===== config.mk =====
export PLATFORM = sky130hd
export DESIGN_NAME = roi_max_scan
export DESIGN_NICKNAME = d
export VERILOG_FILES = /design/src/rtl/roi_pkg.sv /design/src/rtl/lane_max_tree.sv /design/src/rtl/roi_max_scan.sv
export SDC_FILE = /design/constraint.sdc
export NUM_CORES = 1
export LEC_CHECK = 0
export CAP_MARGIN = 0
export CORE_ASPECT_RATIO = 0.6
export CORE_MARGIN = 2
export CORE_UTILIZATION = 50
export DETAILED_ROUTE_END_ITERATION = 8
export MAX_ROUTING_LAYER = met4
export PLACE_DENSITY_LB_ADDON = 0.05
export SYNTH_ARGS = -nofsm -noshare
export SYNTH_HDL_FRONTEND = slang
export SYNTH_SLANG_ARGS = --single-unit
export TNS_END_PERCENT = 10

===== constraint.sdc =====
create_clock -name clk -period 11.7 [get_ports clk]
set_input_delay 2.34 -clock clk [delete_from_list [all_inputs] [get_ports clk]]
set_output_delay 2.34 -clock clk [all_outputs]
set_load 0.005 [all_outputs]

===== src/rtl/roi_pkg.sv =====
// Shared constants, types and helpers for the ROI max-scan front end.
package roi_pkg;

  localparam int ROI_SIZE        = 480;
  localparam int MASK_SIZE       = 6;
  localparam int NUM_PER_CYCLE   = 2;
  localparam int IN_WIDTH        = 12;
  localparam int OUT_WIDTH       = 12;
  localparam int HW_BITS         = $clog2(ROI_SIZE);
  localparam int BEATS_PER_FRAME = ROI_SIZE * ROI_SIZE / NUM_PER_CYCLE;

  typedef logic        [IN_WIDTH-1:0]  pixel_t;
  typedef logic signed [OUT_WIDTH-1:0] norm_t;

  // Largest positive value of a signed word of the given width.
  function automatic int sat_limit(input int out_width);
    return (1 << (out_width - 1)) - 1;
  endfunction

endpackage


===== src/rtl/lane_max_tree.sv =====
// Saturates the interior lanes of one beat and reduces them to the beat max.
// The reduction is a single level of all-pairs compares followed by a one-hot
// select, so it stays shallow as the lane count grows.
module lane_max_tree
  import roi_pkg::*;
#(
  parameter int NUM_LANES = roi_pkg::NUM_PER_CYCLE,
  parameter int IN_WIDTH  = roi_pkg::IN_WIDTH,
  parameter int OUT_WIDTH = roi_pkg::OUT_WIDTH
) (
  input  logic [IN_WIDTH-1:0]  lane_val [NUM_LANES],
  input  logic                 lane_in  [NUM_LANES],
  output logic [OUT_WIDTH-2:0] beat_max
);

  localparam int MAG_W = OUT_WIDTH - 1;
  localparam int EXT_W = (IN_WIDTH > MAG_W) ? IN_WIDTH : MAG_W;
  localparam int SAT   = sat_limit(OUT_WIDTH);

  logic [MAG_W-1:0] sat_val [NUM_LANES];
  logic             win     [NUM_LANES];

  // Zero-extend, saturate, and zero out lanes that lie in the border.
  always_comb begin
    for (int k = 0; k < NUM_LANES; k++) begin
      // NOTE: every combinational output gets a value on every path; a missing
      // default here would infer a latch.
      sat_val[k] = '0;
      if (lane_in[k]) begin
        if (EXT_W'(lane_val[k]) > EXT_W'(SAT))
          sat_val[k] = MAG_W'(SAT);
        else
          sat_val[k] = MAG_W'(EXT_W'(lane_val[k]));
      end
    end
  end

  // Exactly one lane wins: strictly above earlier lanes, at least equal to later ones.
  always_comb begin
    for (int i = 0; i < NUM_LANES; i++) begin
      win[i] = 1'b1;
      for (int j = 0; j < NUM_LANES; j++) begin
        if (j < i)
          win[i] = win[i] & (sat_val[i] > sat_val[j]);
        else if (j > i)
          win[i] = win[i] & (sat_val[i] >= sat_val[j]);
      end
    end
  end

  // One-hot select of the winning lane.
  always_comb begin
    beat_max = '0;
    for (int i = 0; i < NUM_LANES; i++)
      if (win[i]) beat_max = beat_max | sat_val[i];
  end

endmodule


===== src/rtl/roi_max_scan.sv =====
// Forwards the Sobel magnitude stream one cycle late and latches the maximum
// over the ROI interior at the end of each complete frame.
module roi_max_scan
  import roi_pkg::*;
#(
  parameter int ROI_SIZE      = roi_pkg::ROI_SIZE,
  parameter int IN_WIDTH      = roi_pkg::IN_WIDTH,
  parameter int OUT_WIDTH     = roi_pkg::OUT_WIDTH,
  parameter int MASK_SIZE     = roi_pkg::MASK_SIZE,
  parameter int NUM_PER_CYCLE = roi_pkg::NUM_PER_CYCLE
) (
  input  logic                        clk,
  input  logic                        rst,
  input  logic                        clk_en,
  input  logic [IN_WIDTH-1:0]         din [NUM_PER_CYCLE],
  input  logic                        din_valid,
  output logic [IN_WIDTH-1:0]         dout [NUM_PER_CYCLE],
  output logic                        dout_valid,
  output logic signed [OUT_WIDTH-1:0] max,
  output logic                        max_valid,
  output logic                        frame_done
);

  localparam int HW    = $clog2(ROI_SIZE);
  localparam int CW    = HW + 1;
  localparam int MAG_W = OUT_WIDTH - 1;
  localparam int LO    = MASK_SIZE;
  localparam int HI    = ROI_SIZE - MASK_SIZE - 1;

  logic [HW-1:0]    row, col;
  logic [MAG_W-1:0] run_max;
  logic [MAG_W-1:0] beat_max;
  logic [MAG_W-1:0] frame_max;
  logic             lane_in [NUM_PER_CYCLE];
  logic             row_in;
  logic             last_beat;
  logic             col_wrap;

  // Interior flags per lane, end-of-row/frame detection and the frame max.
  always_comb begin
    row_in    = (row >= HW'(LO)) && (row <= HW'(HI));
    for (int k = 0; k < NUM_PER_CYCLE; k++)
      lane_in[k] = row_in &&
                   ((CW'(col) + CW'(k)) >= CW'(LO)) &&
                   ((CW'(col) + CW'(k)) <= CW'(HI));
    col_wrap  = (col == HW'(ROI_SIZE - NUM_PER_CYCLE));
    last_beat = col_wrap && (row == HW'(ROI_SIZE - 1));
    frame_max = (run_max > beat_max) ? run_max : beat_max;
  end

  lane_max_tree #(
    .NUM_LANES (NUM_PER_CYCLE),
    .IN_WIDTH  (IN_WIDTH),
    .OUT_WIDTH (OUT_WIDTH)
  ) u_lane_max_tree (
    .lane_val (din),
    .lane_in  (lane_in),
    .beat_max (beat_max)
  );

  // Position counters, running max, stream delay and latched result.
  always_ff @(posedge clk) begin
    if (rst) begin
      row        <= '0;
      col        <= '0;
      run_max    <= '0;
      // NOTE: the output lanes are a handful of flops, not a RAM, so they are
      // cleared in reset like any other register.
      for (int k = 0; k < NUM_PER_CYCLE; k++) dout[k] <= '0;
      dout_valid <= 1'b0;
      max        <= '0;
      max_valid  <= 1'b0;
      frame_done <= 1'b0;
    end else if (clk_en) begin
      // NOTE: sequential state uses non-blocking assignments so every flop
      // samples the pre-edge values regardless of statement order.
      for (int k = 0; k < NUM_PER_CYCLE; k++) dout[k] <= din[k];
      dout_valid <= din_valid;
      frame_done <= 1'b0;
      if (din_valid) begin
        if (last_beat) begin
          max        <= (frame_max == '0) ? OUT_WIDTH'(1) : $signed({1'b0, frame_max});
          max_valid  <= 1'b1;
          frame_done <= 1'b1;
          row        <= '0;
          col        <= '0;
          run_max    <= '0;
        end else begin
          run_max <= frame_max;
          if (col_wrap) begin
            col <= '0;
            row <= row + 1'b1;
          end else begin
            col <= col + HW'(NUM_PER_CYCLE);
          end
        end
      end else begin
        // A gap inside a frame abandons it; outside a frame this is a no-op.
        row     <= '0;
        col     <= '0;
        run_max <= '0;
      end
    end
  end

endmodule


## Yosys cells after proc, flatten, opt, wreduce, memory -nomap -nowiden

Cells that the tools add are included.

| word-level totals | value |
|---|---|
| register bits after elaboration | 68 |
| input port bits | 28 |
| output and inout port bits | 39 |
| logic and storage cells | 54 |

| cells by class | value |
|---|---|
| add/sub/neg operators | 3 |
| $lt $le $gt $ge | 11 |
| equal/unequal tests | 3 |
| muxes and demuxes | 18 |
| bitwise operators | 1 |
| reduce and logical (&&, ||, !) cells | 9 |

Operator list:

| cell | count |
|---|---|
| two-way mux 11 bit | 10 |
| two-way mux 9 bit | 6 |
| > comparator 12 x 11 -> 1 bit, second input constant | 2 |
| > comparator 11 bit | 2 |
| equality test 9 bit, second input constant | 2 |
| greater-or-equal comparator 9 x 3 -> 1 bit, second input constant | 2 |
| <= comparator 9 bit, second input constant | 2 |
| greater-or-equal comparator 11 bit | 1 |
| zero test 11 bit | 1 |
| bitwise OR 11 bit | 1 |
| adder 9 x 1 -> 10 bit, second input constant | 1 |
| greater-or-equal comparator 10 x 3 -> 1 bit, second input constant | 1 |
| <= comparator 10 x 9 -> 1 bit, second input constant | 1 |
| adder 9 x 1 -> 9 bit, second input constant | 1 |
| adder 9 x 2 -> 9 bit, second input constant | 1 |
| logical AND 1 bit | 6 |
| inequality test 3 x 1 -> 1 bit, second input constant | 1 |
| AND reduction 3 bit | 1 |
| two-way mux 1 bit | 2 |
| AND reduction 2 bit | 1 |

## Logic depth before layout (Yosys ltp)

| depth | value |
|---|---|
| depth in word-level cells | 13 |
| depth in mapped cells | 26 |
| gate-level depth less buffers | 23 |

## By module

Synthesis repeated with hierarchy kept, for this count alone.

| unflattened totals | value |
|---|---|
| cell total of the unflattened synthesis | 466 |
| area, all modules | 3802.4 um^2 |

Modules (own cells, without submodules):

| module | times used | cells an instance | area an instance (um^2) | sequential area each (um^2) |
|---|---|---|---|---|
| roi_max_scan | 1 | 388 | 3241.9 | 1321.3 |
| lane_max_tree | 1 | 78 | 560.5 | 0.0 |

## Worst setup path before layout

No wires, ideal clock.

| path | value |
|---|---|
| path kind | input to register |
| start point | input din[23] (netlist bit) |
| end point | register max[0] |
| library setup time | 0.087 ns |
| arrival time | 6.686 ns |
| data required time | 11.613 ns |
| setup slack | 4.927 ns |
| stages | 20 |
| path buffers | 3 |
| path through | clkbuf_1 > o21ai_0 > ha_1 > a21oi_1 > a211oi_1 > a2111oi_0 > a41oi_1 > buf_4 > mux2i_1 > inv_1 > ha_1 > a21o_1 > a21o_1 > a21oi_1 > nor4b_1 > nor2_1 > clkbuf_1 > mux2_2 > or4_1 > o31ai_1 |

| on the way | value |
|---|---|
| cells in the longest elaborated chain, start to end | 11 |
| elaborated cells on any way between the ends | 12 |
| those cells by class | 4 x order compare; 6 x mux; 1 x bitwise; 1 x reduce/logical |

RTL lines:

| item | line | text |
|---|---|---|
| start, declared | roi_max_scan.sv:15 | `input logic [IN_WIDTH-1:0] din [NUM_PER_CYCLE],` |
| > comparator 12 x 11 -> 1 bit * | lane_max_tree.sv:30 | `if (EXT_W'(lane_val[k]) > EXT_W'(SAT))` |
| two-way mux 11 bit * | lane_max_tree.sv:30 |  |
| two-way mux 11 bit * | lane_max_tree.sv:29 | `if (lane_in[k]) begin` |
| greater-or-equal comparator 11 bit | lane_max_tree.sv:46 | `win[i] = win[i] & (sat_val[i] >= sat_val[j]);` |
| two-way mux 11 bit | lane_max_tree.sv:55 | `if (win[i]) beat_max = beat_max \| sat_val[i];` |
| bitwise OR 11 bit | lane_max_tree.sv:55 |  |
| two-way mux 11 bit * | lane_max_tree.sv:55 |  |
| > comparator 11 bit | roi_max_scan.sv:48 | `frame_max = (run_max > beat_max) ? run_max : beat_max;` |
| two-way mux 11 bit * | roi_max_scan.sv:48 |  |
| zero test 11 bit | roi_max_scan.sv:82 | `max <= (frame_max == '0) ? OUT_WIDTH'(1) : $signed({1'b0, frame_max});` |
| two-way mux 11 bit * | roi_max_scan.sv:82 |  |
| end signal, assigned | roi_max_scan.sv:82 |  |
| end, declared | roi_max_scan.sv:19 | `output logic signed [OUT_WIDTH-1:0] max,` |

Mark *: on every way between the ends. The rest lies on a longest branch, timed or not.
A chain may end at the register's enable or synchronous reset.

## Worst setup path after layout

| path | value |
|---|---|
| start point | input din[11] (netlist bit) |
| end point | register max[0] |

The elaborated chain is that of the path after synthesis.

==> results.md <==
* Outcome: finished, final reports clean
* Arr. time, crit path at just under 8 ns
* Fin. Hold Viols at 0
* Final Critical Period at ~7.6 ns
* Drt first pass iters at 5
* Total power at around 0.00057 W
* Clk buf depth at 2
* EDFF count, synth at 0
* Fill count at a little over 600
* Final Cell Area at around 4700 um2
* RSZ-0062 raised after global routing: no
* FFs w/ async S/R, synth at 0
* Max Slew Vio Count at 0
* Max-cap violation count at 0
* Post-CTS setup repair buffer count at 0
* H-Tree Depth at 3
* YS warnings at 0
* Netlist cell types at 50
* Antenna violations before repair at 0
* Max Fclk at ~0.13 GHz
* Clk pin slew, worst setup/hold paths at 0.06 ns
* Most common cell in the synthesized netlist: dfxtp_1
* Syn avg cell area at 8.54 um2
* Reg2Reg Depth at 23
* # clock sinks at 66
* GRT met2 Usage at 0.355
* Boundary Pins at 67
* All-Layer GR Usage at 0.259
* Leakage at roughly 1.9 nW
* Vias in the first global route at between 3000 and 4000
* GPL Wtd Cong at 0.866
* Top cells by area, synth: dfxtp_1 (35%), mux2i_1 (10%), ha_1 (9.4%)
* CP max FO at 12
* TNS Setup at 0 ns
* Critical path capture point type: flop
* Hold Crit Depth at 2
* Setup slack, reg-to-reg at between 5 and 6 ns
* Hold slack at 0.457 ns
* Die X at 115 um
* DP HPWL at ~7100 um
* Starting DRT DRC Count at about 200
* Largest net degree at the start of global routing at 59
* First-pass GRT wire length at around 16000 um
* Ys flop type: dfxtp_1
* Vias per inst at 5.39
* Die outline height at 70.8 um
* Clock Tree Root: clkbuf_16
* Seq/Total Area, Yosys at 0.355
* Yosys top cell by area: dfxtp_1
* Share of cells above drive strength 1 at 0.0820
* Placed Area at between 4000 and 5000 um2
* Resized cells post-CTS at 0
* R2r endpoint: max[0]$_SDFFE_PP0P_
* Final period util at 0.648
* Port bufs at between 60 and 70
* Clk Latency, worst-skew pair at between 0.3 and 0.4 ns
* Cells after Synth at ~440
* Site Rows at 24
* Commonest cells in the netlist: dfxtp_1 (66), nor2_1 (60), mux2i_1 (38)
* Met3 GRT Util at 0.0643
* Initial Utilization at 0.514
* Slew at the pin with the worst max-slew slack at slightly below 1 ns
* Syn Nets at 492
* Peak supply drop at 80.9 uV
* CTS tree: yes
* P&R area growth vs syn at 27.5%
* DRC Markers at 0
* CTS Buf Count at 9
* Setup-failing EPs final at 0
* Critical Path RT at between 10 and 15 ns
* Full die area at 8170 um2
* Routed len/inst at approximately 16 um
* Grt ovf at 0
* DR vias at between 3000 and 4000
* Hold Path Origin: max[8]$_SDFFE_PP0P_
* FF+latch count, synth at 66
* Cell Pwr Density at 120 nW/um2
* Post-synth top area share at 0.355
* Hold Crit Class: reg -> reg
* ANT nets after route at 0
* Skew final at between 0.008 and 0.009 ns
* Core outline area at 7240 um2
* Routed WL at between 9000 and 10000 um
* # hold bufs at CTS at 0
* Startpoint Class: primary input
* Global route hottest layer: met1
* Crit path kind: in -> reg
* Nets@finish at between 500 and 600
* Reg-to-Reg Start: col[3]$_SDFFE_PP0P_
* Mapped cell area at approximately 3700 um2
* Rel. slew slack at 0.357
* Worst hold endpoint: max[8]$_SDFFE_PP0P_
* Met1 Track Usage GR at 0.371
* Ant diodes at 0
-- worst max-delay path, cell delays in order --
cell             delay, ns
clkdlybuf4s50_1       0.62
o21ai_0               0.33
inv_1                 0.07
ha_1                  0.33
a21oi_1               0.19
a211oi_1              0.09
a2111oi_0             0.47
a41oi_1               0.09
buf_4                 0.23
mux2i_1               0.20
inv_1                 0.06
ha_1                  0.29
a21o_1                0.12
a21o_1                0.11
a21oi_1               0.08
nor4b_1               0.16
nor2_1                0.74
mux2_2                0.44
or4b_1                0.56
o31ai_1               0.27
-- registers in the layout (all words and copies together), names as in the netlist --
name	count
col	8
dout	24
dout_valid	1
frame_done	1
max_valid	1
row	9
run_max	11
max	11
-- where the power goes --
group	leakage [nW]	total [W]	internal, W	switching, W
clock	0.153	0.000290	0.000187	0.000102
combinational	1.20	0.0000443	0.0000229	0.0000214
sequential	0.537	0.000234	0.000230	0.00000347
-- placed cells by master, fill, tap and decap left out, types with 10 or more instances in the layout --
master	n
o21ai_0	16
nand4_1	10
inv_1	30
nor2_1	60
ha_1	28
nand2_1	36
clkdlybuf4s50_1	63
dfxtp_1	66
a21oi_1	25
mux2i_1	38
-- area by class of cell --
cell class / count / area, um2 / share of cell area
Timing Repair Buffer: 70 / 678 / 0.143
Sequential cell: 66 / 1320 / 0.278
Clock inverter: 6 / 90.1 / 0.0190
Inverter: 31 / 116 / 0.0245
Clock buffer: 10 / 229 / 0.0483
Multi-Input combinational cell: 317 / 2180 / 0.459
Tap cell: 104 / 130 / 0.0274
-- per-layer routing --
metal  up-vias  wire length (um)
met2        77              3870
met5         -                 0
met4         0               126
met1      1525              4890
met3        13               505
li1       1642                 -
-- worst max path at each step --
| stage | startpoint | end | cells past startpoint |
|---|---|---|---|
| detailed placement | din[23] | max[0]$_SDFFE_PP0P_ | 19 |
| global placement | din[11] | max[0]$_SDFFE_PP0P_ | 18 |
| finish | din[11] | max[0]$_SDFFE_PP0P_ | 20 |
| global route | din[11] | max[0]$_SDFFE_PP0P_ | 20 |
| floorplan | din[23] | max[0]$_SDFFE_PP0P_ | 20 |
| CTS | din[11] | max[0]$_SDFFE_PP0P_ | 20 |
-- through the flow --
step	worst slack [ns]	instances	util
finish	4.12	604	0.656
global route	3.72	604	0.656
CTS	4.17	604	0.656
detailed placement	3.84	588	0.612
global placement	4.05	588	0.612
floorplan	4.93	436	-
-- cells by family after synthesis --
group,after synthesis,synth area share
xor gates and xnor gates,11,0.0259
and+or+nand+nor,144,0.177
adders and majority gates,28,0.0941
AOI/OAI and AO/OA,88,0.160
buffers and inverters,53,0.0595
DFF,66,0.355
muxes,45,0.127
other,1,0.00101
(Power assumes the default switching activity.)
